### src/rtl/prco_fetch.sv
// prco_fetch: instruction fetch stage; owns the PC, addresses the async-read local memory, issues {instr, pc}.
// Latency: the word at q_mem_addr is captured on the fetch edge and is valid the following cycle; first fetch 2 edges after reset drops.
// Backpressure: i_p_stalled while q_p_valid freezes the PC and the presented word; redirect overrides the stall and discards it.
//
// Ports:
//   i_clk, i_reset        clock, synchronous active-high reset
//   i_p_stalled           next stage cannot accept this cycle
//   q_p_valid/q_p_stalled presented word is valid / is being held
//   q_p_ce                fetch enable this cycle (combinational)
//   q_p_cp                one-cycle pipeline-clear pulse after a redirect
//   i_redirect(_pc)       branch/jump taken and its target word address
//   i_halt / q_halted     halt request (level) / halted status
//   q_mem_addr/i_mem_dout local memory address (= PC) and same-cycle read data
//   q_instr/q_instr_pc    fetched instruction and its PC
//
// Optional feature: define PRCO_FETCH_NOP_SQUASH_EN to drop all-zero (NOP) words
// instead of issuing them; the PC still advances past them.

module prco_fetch #(
    parameter logic [15:0] P_RESET_VECTOR = 16'h0000,
    parameter logic [15:0] P_PC_MAX       = 16'd255
) (
    input  logic        i_clk,
    input  logic        i_reset,
    input  logic        i_p_stalled,
    output logic        q_p_valid,
    output logic        q_p_stalled,
    output logic        q_p_ce,
    output logic        q_p_cp,
    input  logic        i_redirect,
    input  logic [15:0] i_redirect_pc,
    input  logic        i_halt,
    output logic        q_halted,
    output logic [15:0] q_mem_addr,
    input  logic [15:0] i_mem_dout,
    output logic [15:0] q_instr,
    output logic [15:0] q_instr_pc
);

    typedef enum logic [1:0] {
        ST_IDLE = 2'd0,
        ST_RUN  = 2'd1,
        ST_HALT = 2'd2
    } state_t;

    state_t      state_q;
    logic [15:0] pc_q;
    logic        valid_q;
    logic        cp_q;
    logic [15:0] instr_q;
    logic [15:0] instr_pc_q;

    logic [15:0] pc_inc_d;
    logic [15:0] redirect_pc_d;
    logic        stalled_d;
    logic        ce_d;

    // The PC wraps to zero past the top of local memory rather than
    // running off the end of it; out-of-range redirect targets do the same.
    assign pc_inc_d      = (pc_q == P_PC_MAX) ? 16'h0000 : pc_q + 16'd1;
    assign redirect_pc_d = (i_redirect_pc > P_PC_MAX) ? 16'h0000 : i_redirect_pc;

    // A stall only matters when there is actually a word being presented.
    assign stalled_d = valid_q && i_p_stalled;

    // Halt is acted on in the same cycle it is seen, so it suppresses the
    // fetch that would otherwise happen on the transition edge.
    assign ce_d = (state_q == ST_RUN) && !i_halt && !stalled_d && !i_redirect;

    always_ff @(posedge i_clk) begin
        if (i_reset) begin
            state_q    <= ST_IDLE;
            pc_q       <= P_RESET_VECTOR;
            valid_q    <= 1'b0;
            cp_q       <= 1'b0;
            instr_q    <= 16'h0000;
            instr_pc_q <= 16'h0000;
        end else begin
            cp_q <= 1'b0;
            if (i_redirect) begin
                // Redirect wins over stall and halt; the state is left as is
                // so a redirect while halted just retargets the PC.
                pc_q    <= redirect_pc_d;
                valid_q <= 1'b0;
                cp_q    <= 1'b1;
            end else begin
                case (state_q)
                    ST_IDLE: state_q <= ST_RUN;
                    ST_RUN:  if (i_halt) state_q <= ST_HALT;
                    ST_HALT: if (!i_halt) state_q <= ST_RUN;
                    default: state_q <= ST_IDLE;
                endcase

                if (ce_d) begin
                    pc_q <= pc_inc_d;
`ifdef PRCO_FETCH_NOP_SQUASH_EN
                    // NOP words are skipped: the previous word stays on the
                    // outputs, but marked invalid.
                    if (i_mem_dout == 16'h0000) begin
                        valid_q <= 1'b0;
                    end else begin
                        instr_q    <= i_mem_dout;
                        instr_pc_q <= pc_q;
                        valid_q    <= 1'b1;
                    end
`else
                    instr_q    <= i_mem_dout;
                    instr_pc_q <= pc_q;
                    valid_q    <= 1'b1;
`endif
                end else if (!stalled_d) begin
                    // Presented word has been consumed and nothing replaces it.
                    valid_q <= 1'b0;
                end
            end
        end
    end

    assign q_p_valid   = valid_q;
    assign q_p_stalled = stalled_d;
    assign q_p_ce      = ce_d;
    assign q_p_cp      = cp_q;
    assign q_halted    = (state_q == ST_HALT);
    assign q_mem_addr  = pc_q;
    assign q_instr     = instr_q;
    assign q_instr_pc  = instr_pc_q;

endmodule

### config.mk
export PLATFORM = sky130hd
export DESIGN_NAME = prco_fetch
export DESIGN_NICKNAME = d
export VERILOG_FILES = /design/src/rtl/prco_fetch.sv
export SDC_FILE = /design/constraint.sdc
export NUM_CORES = 1
export LEC_CHECK = 0
export ABC_AREA = 0
export ABC_CLOCK_PERIOD_IN_PS = 1800
export BUFFER_PORTS_ARGS = -buffer_cell sky130_fd_sc_hd__buf_2
export CAP_MARGIN = 20
export CORE_MARGIN = 2
export CORE_UTILIZATION = 43
export DETAILED_ROUTE_END_ITERATION = 6
export PLACE_DENSITY = 0.75
export SYNTH_ARGS = -nofsm -noshare
export SYNTH_HDL_FRONTEND = slang
export SYNTH_SLANG_ARGS = --single-unit
### constraint.sdc
create_clock -name i_clk -period 1.8 [get_ports i_clk]
set_clock_uncertainty 0.05 [all_clocks]
set_input_delay 0.09 -clock i_clk [delete_from_list [all_inputs] [get_ports i_clk]]
set_output_delay 0.09 -clock i_clk [all_outputs]
set_load 0.1 [all_outputs]
==> results of run 1 <==
-- report_power, final --
part           internal (uW)  switching, uW
logic                    121            226
clock network            314            374
registers               1150           11.4
-- cell type report --
| class | instances | area (sq um) |
|---|---|---|
| fill | 466 | 1755 |
| multi-input combinational | 204 | 1111 |
| sequential | 52 | 1105 |
| timing repair buffer | 132 | 838.3 |
| tap | 70 | 87.58 |
| clock buffer | 7 | 86.33 |
| inverter | 4 | 20.02 |
| clock inverter | 1 | 6.256 |
-- logic make-up (layout without fill, tap and decap cells) --
| family | after synthesis | after routing |
|---|---|---|
| buffers and inverters | 21 | 144 |
| xor gates and xnor gates | 4 | 4 |
| DFF | 52 | 52 |
| adders and majority gates | 1 | 1 |
| AOI/OAI and AO/OA | 62 | 62 |
| muxes | 1 | 1 |
| and+or+nand+nor | 136 | 136 |
-- layout by cell type (no fill, tap or decap), drive strengths merged, types with 2 or more instances in the layout --
| cell | synthesis | routed |
|---|---|---|
| a21oi | 43 | 43 |
| a222oi | 3 | 3 |
| a22oi | 2 | 2 |
| a31oi | 5 | 5 |
| and3 | 3 | 3 |
| buf | 2 | 112 |
| clkbuf | 15 | 7 |
| dfxtp | 52 | 52 |
| dlygate4sd3 | 0 | 20 |
| inv | 3 | 4 |
| nand2 | 77 | 77 |
| nand3 | 14 | 14 |
| nand3b | 5 | 5 |
| nand4 | 3 | 3 |
| nand4b | 3 | 3 |
| nor2 | 11 | 11 |
| nor3 | 5 | 5 |
| nor4 | 2 | 2 |
| o21ai | 3 | 3 |
| or3 | 5 | 5 |
| or4 | 3 | 3 |
| xnor2 | 2 | 2 |
| xor2 | 2 | 2 |
-- routing by layer --
layer,vias to the layer above,track usage
li1,1211,-
met1,1127,0.2856
met2,81,0.3594
met3,4,0.05423
met4,0,0.04678
met5,-,0
-- worst register-to-register path, stage by stage (launching register included) --
cell and delay, ns:
dfxtp_2 0.33, or3b_4 0.39, nand3b_4 0.18, a21o_1 0.22, or4_1 0.48, nand3_1 0.08
-- worst max-delay path by stage --
stage,startpoint,to
3_3_place_gp,state_q[1],q_mem_addr[9]
3_5_place_dp,state_q[1],q_mem_addr[9]
6_report,state_q[1],q_mem_addr[11]
2_1_floorplan,q_mem_addr[3],q_mem_addr[4]
4_1_cts,state_q[1],q_mem_addr[11]
5_1_grt,state_q[1],q_mem_addr[5]
-- registers in the layout, summed over array words and instances, names as in the netlist --
| register | cells |
|---|---|
| q_instr_pc | 16 |
| state_q | 2 |
| q_mem_addr | 16 |
| q_instr | 16 |
| q_p_valid | 1 |
| q_p_cp | 1 |
-- timing repair --
action / CTS / global route
endpoints found under the setup margin: 4 / 17
hold buffers: 20 / 0
hold endpoints to repair: 20 / 0
pin swaps: 1 / 6
resized for setup: 5 / 5
setup buffers: 3 / 2
cloned: 0 / 1
-- metrics by stage --
step	total power (uW)	setup TNS, ns	utilization	std cells	hold WS [ns]
final	2193	0	0.6496	470	-0.001695
after global routing	2276	-0.1793	0.6496	470	0.03743
after global placement	1486	0	0.5809	437	0.2756
after floorplan	1386	-0.1249	-	277	0.1657
after CTS	2204	-0.009617	0.6464	468	0.006493
after detailed placement	1489	0	0.5809	437	0.2805
==> results_dict.tcl, run 1 <==
set metrics [dict create \
    first_global_vias 2171 \
    worstSetupPathType "reg2reg" \
    synthTopCellsByArea "dfxtp_1 (47%), nand2_1 (13%), a21oi_1 (9.8%)" \
    cts_made_buffers 5 \
    crit_path_max_incr_delay_ns 0.47 \
    cts_root_buffer "clkbuf_8" \
    drc 0 \
    worst_slack_ns 0.01508 \
    io_pins 90 \
    die_h_um 75.48 \
    ys_seq_area_frac 0.4738 \
    fin_crit_sh 0.9916 \
    antenna_found_initial 0 \
    cts_sinks 52 \
    synth_area_leader_cell "dfxtp_1" \
    post-place-ws_ns 0.01846 \
    drive_above_1_share 0.3700 \
    crit_path_start_kind "flop" \
    synth-xor-area-share 0.01595 \
    crit_fanout 6 \
    first_pass_iters 4 \
    place_area_sq_um 2910 \
    reg2reg_setup_slack_ns 0.02 \
    crit_arrival_ns 1.97 \
    synth_seq_cells 52 \
    fin_hold_ws_ns -0.001695 \
    postRouteAntennaNets 0 \
    cap_viol_max_count 0 \
    drt_wl_total_um 6274 \
    slew_headroom 0.5767 \
    maxSlewViolCount 0 \
    muxShareOfSynthArea 0.004556 \
    dieArea_sq_um 5697 \
    clockBufferDepth 2 \
    syn_inst 277 \
    cp_num_cells 5 \
    met1Wirelength_um 2755 \
    yosysMostFrequentCell "nand2_1" \
    synthFlopType "dfxtp_1" \
    wl_per_cell_um 13.35 \
    coreArea_sq_um 5010 \
    fin_area_sq_um 3254 \
    fmax_mhz 560.2 \
    status "finished, violations left" \
    min_from "i_redirect_pc[7]" \
    cts_tree "done" \
    num_antenna_cells 0 \
    grt_remaining_overflow 0 \
    synth_simple_gate_area_frac 0.2995 \
    cp.required_ns 1.99 \
    grt_pass1_wl_um 9680 \
    drt_iter0_drc 178 \
    wl_met2_um 3111 \
    rr_endpoint "q_mem_addr[11]" \
    setup_viol 0 \
    htree_num_levels 2 \
    syn_area_sq_um 2197 \
    num_rows 26 \
    start_util 0.4386 \
    r2r-start "state_q[1]" \
    synth_compound_area_frac 0.1629 \
    whs_path_depth 3 \
    via_per_inst 5.155 \
    synth_fa_ha_area_frac 0.005695 \
    async_flop_share 0 \
    cts.clk_slew.worst_paths_ns 0.09 \
    rsz0062_at_grt "true" \
    vias 2423 \
    yosysWarningCount 0 \
    synth_top_family_by_area "simple AND/OR/NAND/NOR gates" \
    powerDensity_nw_per_um2 673.9 \
    grt_max_degree 38 \
    min_to "q_mem_addr[7]" \
    port_buffers 89 \
    crit_family "simple AND/OR/NAND/NOR gates" \
    die_w_um 75.48 \
    syn_to_final_growth_pct 48.12 \
    avgSynthCellArea_sq_um 7.932 \
    gp_congestion 0.8295 \
    synth_edf_count 0 \
    post-route-min-period_ns 1.785 \
    cp_slowest_cell "or4_1" \
    rr_worst_depth 5 \
    fin_nets 437 \
    vdd_drop_max_v 0.0004765 \
    dp_hpwl_um 4116 \
    highest_layer "met4" \
    hold_path.class "in2reg" \
    leakagePower_uw 0.001380 \
    grt_usage 0.2162 \
    synth_nets 315 \
    hold_violations 1 \
    synth_commonest_cells "nand2_1 (77), dfxtp_1 (52), a21oi_1 (43)" \
    tightest_slew_ns 0.6350 \
    critical_path.cell_chain "or3b_4 -> nand3b_4 -> a21o_1 -> or4_1 -> nand3_1" \
    path_buf_inv 0 \
    synth_cell_types 39 \
    yosysTopAreaCellShare 0.4738 \
    insertion_delay_ns 0.30 \
    crit_path_end_kind "flop" \
    wl_met3_um 376 \
    violations "negative hold slack" \
]
Note: power is estimated with default switching activity, not from simulation.
==> run 2: changes to the inputs <==
--- a/config.mk
+++ b/config.mk
@@ -7,7 +7,7 @@
 export LEC_CHECK = 0
 export ABC_AREA = 0
 export ABC_CLOCK_PERIOD_IN_PS = 1800
-export BUFFER_PORTS_ARGS = -buffer_cell sky130_fd_sc_hd__buf_2
+export BUFFER_PORTS_ARGS = -buffer_cell sky130_fd_sc_hd__buf_4
 export CAP_MARGIN = 20
 export CORE_MARGIN = 2
 export CORE_UTILIZATION = 43
==> results_dict.tcl, run 2 (synthesis results as in run 1) <==
set metrics [dict create \
    io_pins 90 \
    gp_congestion 0.8238 \
    switching_share 0.2618 \
    cts_setup_buffers 0 \
    hold_path.class "in2reg" \
    fin_nets 432 \
    crit_path_start_kind "flop" \
    setup_viol 0 \
    tightest_slew_ns 0.6031 \
    antenna_found_initial 0 \
    cts_made_buffers 5 \
    via_per_inst 5.054 \
    fmax_mhz 559.5 \
    cts_root_buffer "clkbuf_8" \
    pwr-share-comb 0.160 \
    mostFrequentLayoutCell "buf_4" \
    wl_per_cell_um 13.31 \
    start_util 0.4386 \
    rsz0062_at_grt "true" \
    whs_path_depth 3 \
    hold_violations 0 \
    grt_usage 0.2140 \
    worstSetupPathType "reg2out" \
    cts_tree "done" \
    clkPwrFrac 0.348 \
    drt_iter0_drc 130 \
    maxSlewViolCount 0 \
    fin_area_sq_um 3482 \
    die_h_um 75.48 \
    r2r-start "state_q[1]" \
    crit_path_end_kind "output port" \
    slew_headroom 0.5965 \
    powerDensity_nw_per_um2 676.1 \
    dp_hpwl_um 4082 \
    grt_max_degree 57 \
    fillers 430 \
    fin_hold_ws_ns 0.02533 \
    num_antenna_cells 0 \
    min_from "i_redirect_pc[5]" \
    leakagePower_uw 0.001404 \
    drt_wl_total_um 6188 \
    drive_above_1_share 0.3646 \
    syn_to_final_growth_pct 58.49 \
    cts_sinks 52 \
    vdd_drop_max_v 0.0004460 \
    rr_worst_depth 5 \
    fin_crit_sh 0.9929 \
    layout_common_cells "buf_4 (104), nand2_1 (77), a21oi_1 (42)" \
    status "finished clean" \
    intPower_uw 1738 \
    grt_pass1_wl_um 9570 \
    place_area_sq_um 3098 \
    p_switching_uw 616.4 \
    cap_viol_max_count 0 \
    htree_num_levels 2 \
    insertion_delay_ns 0.30 \
    port_buffers 89 \
    crit_arrival_ns 1.65 \
    cp.required_ns 1.66 \
    critPathLaunch "state_q[1]" \
    post-route-min-period_ns 1.787 \
    pwr-share-seq 0.492 \
    num_rows 26 \
    clockBufferDepth 2 \
    crit_fanout 8 \
    vias 2350 \
    drc 0 \
    cts.clk_slew.worst_paths_ns 0.09 \
    coreArea_sq_um 5010 \
    first_pass_iters 4 \
    grt_remaining_overflow 0 \
    postRouteAntennaNets 0 \
    first_global_vias 2041 \
    dieArea_sq_um 5697 \
    die_w_um 75.48 \
]
[run 2: cell types whose count changed in the layout (fill, tap and decap cells not counted), sizes merged]
cell         change
buf              -6
clkbuf           +1
clkinv           -1
dlygate4sd3      +1
[run 2: final timing paths]
check	slack [ns]	end
worst max-delay path	0.01	q_p_ce
worst min-delay path	0.03	q_mem_addr[5]
worst max register to register	0.04	q_mem_addr[9]
worst min register to register	0.41	q_instr[5]
[run 2: power by group through the flow]
stage               Sequential, uW  Clock [uW]  Combinational (uW)
floorplan                     1290           0                97.9
CTS                           1160         838                 370
global placement              1180           0                 327
global route                  1160         886                 400
finish                        1160         820                 377
detailed placement            1180           0                 330
[run 2: metal layers]
metal,GRT usage,up-vias,wire (um)
met2,0.3507,70,3080
met3,0.04497,3,369
met1,0.2970,1079,2712
met4,0.03509,0,25
li1,-,1198,-
met5,0,-,0
[run 2: stage by stage]
stage | total power, uW | util | TNS (ns) | setup WS, ns | cells
3_5_place_dp | 1514 | 0.6184 | 0 | 0.02160 | 436
4_1_cts | 2366 | 0.6883 | 0 | 0.009393 | 465
3_3_place_gp | 1510 | 0.6184 | 0 | 0.04813 | 436
5_1_grt | 2447 | 0.6951 | -0.06713 | -0.03430 | 465
6_report | 2354 | 0.6951 | 0 | 0.01274 | 465
2_1_floorplan | 1386 | - | -0.1249 | -0.06325 | 277
[run 2: cell type report]
class	count	area [sq um]	share of cell area
clock buffers	8	122.6	0.03521
inverters	4	22.52	0.006468
well taps	70	87.58	0.02515
multi-input cells	204	1124	0.3227
flip-flops and latches	52	1104	0.3169
repair buffers	127	1022	0.2936
[run 2: critical path, cell delays in order, from the launching register on]
cell,delay (ns)
dfxtp_1,0.33
or3b_4,0.40
nand3b_4,0.17
buf_4,0.18
inv_8,0.09
buf_12,0.17
[run 2: timing repair]
action                                  4_1_cts  5_1_grt
endpoints found under the setup margin        1       11
hold buffers                                 21        0
resized for setup                             5        8
pin swaps                                     0        1
hold endpoints to repair                     21        0
==> run 3: changes to the inputs <==
--- a/config.mk
+++ b/config.mk
@@ -13,6 +13,8 @@
 export CORE_UTILIZATION = 43
 export DETAILED_ROUTE_END_ITERATION = 6
 export PLACE_DENSITY = 0.75
+export REMOVE_ABC_BUFFERS = 1
+export SETUP_SLACK_MARGIN = 0.4
 export SYNTH_ARGS = -nofsm -noshare
 export SYNTH_HDL_FRONTEND = slang
 export SYNTH_SLANG_ARGS = --single-unit
==> results_dict.tcl, run 3 (synthesis results as in run 1) <==
set metrics [dict create \
    fmax_mhz 551.1 \
    postRouteAntennaNets 0 \
    post-place-ws_ns 0.009998 \
    crit_path_end_kind "flop" \
    hold_path.class "in2reg" \
    fin_crit_sh 1.008 \
    worstSetupPathType "reg2reg" \
    post-route-min-period_ns 1.815 \
    setup_viol 1 \
    violations "negative setup slack" \
    cp_num_cells 5 \
    dp_hpwl_um 4193 \
    cts_root_buffer "clkbuf_8" \
    first_global_vias 2084 \
    drt_wl_total_um 7229 \
    fin_hold_ws_ns 0.02349 \
    first_pass_iters 6 \
    io_pins 90 \
    rr_endpoint "q_mem_addr[11]" \
    wl_met2_um 3719 \
    syn_to_final_growth_pct 73.80 \
    via_per_inst 5.259 \
    reg2reg_setup_slack_ns -0.01 \
    fillers 371 \
    met1Wirelength_um 2954 \
    tightest_slew_ns 0.6554 \
    htree_num_levels 2 \
    cts_made_buffers 5 \
    maxSlewViolCount 0 \
    antenna_found_initial 0 \
    powerDensity_nw_per_um2 593.0 \
    fin_nets 451 \
    leakagePower_uw 0.001654 \
    crit_family "simple AND/OR/NAND/NOR gates" \
    place_inst 448 \
    mostFrequentLayoutCell "buf_4" \
    coreArea_sq_um 5010 \
    cp.required_ns 2.00 \
    start_util 0.4386 \
    grt_pass1_wl_um 9756 \
    endpoint "q_mem_addr[11]" \
    dieArea_sq_um 5697 \
    port_buffers 89 \
    drt_iter0_drc 182 \
    vdd_drop_max_v 0.0003410 \
    die_w_um 75.48 \
    crit_arrival_ns 2.01 \
    cap_viol_max_count 0 \
    drc 0 \
    highest_layer "met4" \
    grt_usage 0.2203 \
    cts.clk_slew.worst_paths_ns 0.09 \
    crit_path_start_kind "flop" \
    slew_headroom 0.5631 \
    vias 2540 \
    clockBufferDepth 2 \
    num_rows 26 \
    hold_violations 0 \
    insertion_delay_ns 0.30 \
    num_antenna_cells 0 \
    rsz0062_at_grt "true" \
    worst_slack_ns -0.01452 \
    crit_path_max_incr_delay_ns 0.47 \
    grt_remaining_overflow 0 \
    crit_fanout 6 \
    critPathLaunch "state_q[0]" \
    gp_congestion 0.8579 \
    path_buf_inv 0 \
    fin_cells 483 \
    r2r-start "state_q[0]" \
    die_h_um 75.48 \
    power_uw 2265 \
    drive_above_1_share 0.4310 \
    cts_tree "done" \
    status "finished, violations left" \
    grt_max_degree 57 \
    cp_slowest_cell "or4_1" \
    critical_path.cell_chain "or3b_4 -> nand3b_4 -> a21o_4 -> or4_1 -> nand3_1" \
    wl_per_cell_um 14.97 \
    wl_met3_um 496 \
    cts_sinks 52 \
    rr_worst_depth 5 \
    layout_common_cells "buf_4 (114), nand2_1 (63), dfxtp_1 (51)" \
]
-- run 3: cell types whose count changed in the layout (fill, tap and decap cells not counted), moves of 3 or more --
cell / before / now
dfxtp_1: 34 / 51
nand2_4: 0 / 14
buf_6: 1 / 4
a21oi_1: 42 / 26
buf_4: 104 / 114
a21oi_2: 1 / 15
dfxtp_4: 16 / 0
nand2_1: 77 / 63
buf_12: 1 / 5
-- run 3: cell type report --
| cell class | instances | area [sq um] | share of cell area |
|---|---|---|---|
| multi-input cells | 204 | 1292 | 0.3385 |
| repair buffers | 146 | 1284 | 0.3362 |
| flip-flops and latches | 52 | 1042 | 0.2729 |
| well taps | 70 | 87.58 | 0.02294 |
| clock buffers | 5 | 68.82 | 0.01802 |
| inverters | 4 | 31.28 | 0.008191 |
| clock inverters | 2 | 12.51 | 0.003277 |
-- run 3: how the worst min path moves through the flow --
stage / startpoint / endpoint / cells after the start
3_5_place_dp: i_mem_dout[5] / q_instr[5] / 3
5_1_grt: i_redirect_pc[4] / q_mem_addr[4] / 3
2_1_floorplan: i_reset / q_p_cp / 1
6_report: i_redirect_pc[4] / q_mem_addr[4] / 3
3_3_place_gp: i_redirect_pc[2] / q_mem_addr[2] / 3
4_1_cts: i_redirect_pc[4] / q_mem_addr[4] / 3
-- run 3: power by group --
part	switching (uW)	total (uW)	internal [uW]
registers	9.27	1180	1170
logic	265	448	182
clock network	376	640	264
total	651	2260	1610
-- run 3: what timing repair did --
item	4_1_cts	5_1_grt
gates cloned	1	2
hold buffers	19	0
setup buffers	1	5
resized for setup	14	66
hold endpoints to repair	19	0
endpoints found under the setup margin	49	51
pin swaps	2	36
-- run 3: routing by layer --
metal	track usage	vias to the layer above
met4	0.06043	0
met2	0.3729	112
met5	0	-
met3	0.05026	8
met1	0.2830	1182
li1	-	1238
-- run 3: worst min-delay path: stages --
cell	delay, ns
buf_4	0.08
a222oi_1	0.08
nor2_1	0.09
-- run 3: per-stage QoR --
stage / area, sq um / setup TNS [ns] / util
after floorplan: 2130 / -58.96 / -
after global placement: 3128 / 0 / 0.6244
after detailed placement: 3128 / 0 / 0.6244
after CTS: 3455 / 0 / 0.6896
after global routing: 3819 / -0.1829 / 0.7622
final: 3819 / -0.01452 / 0.7622
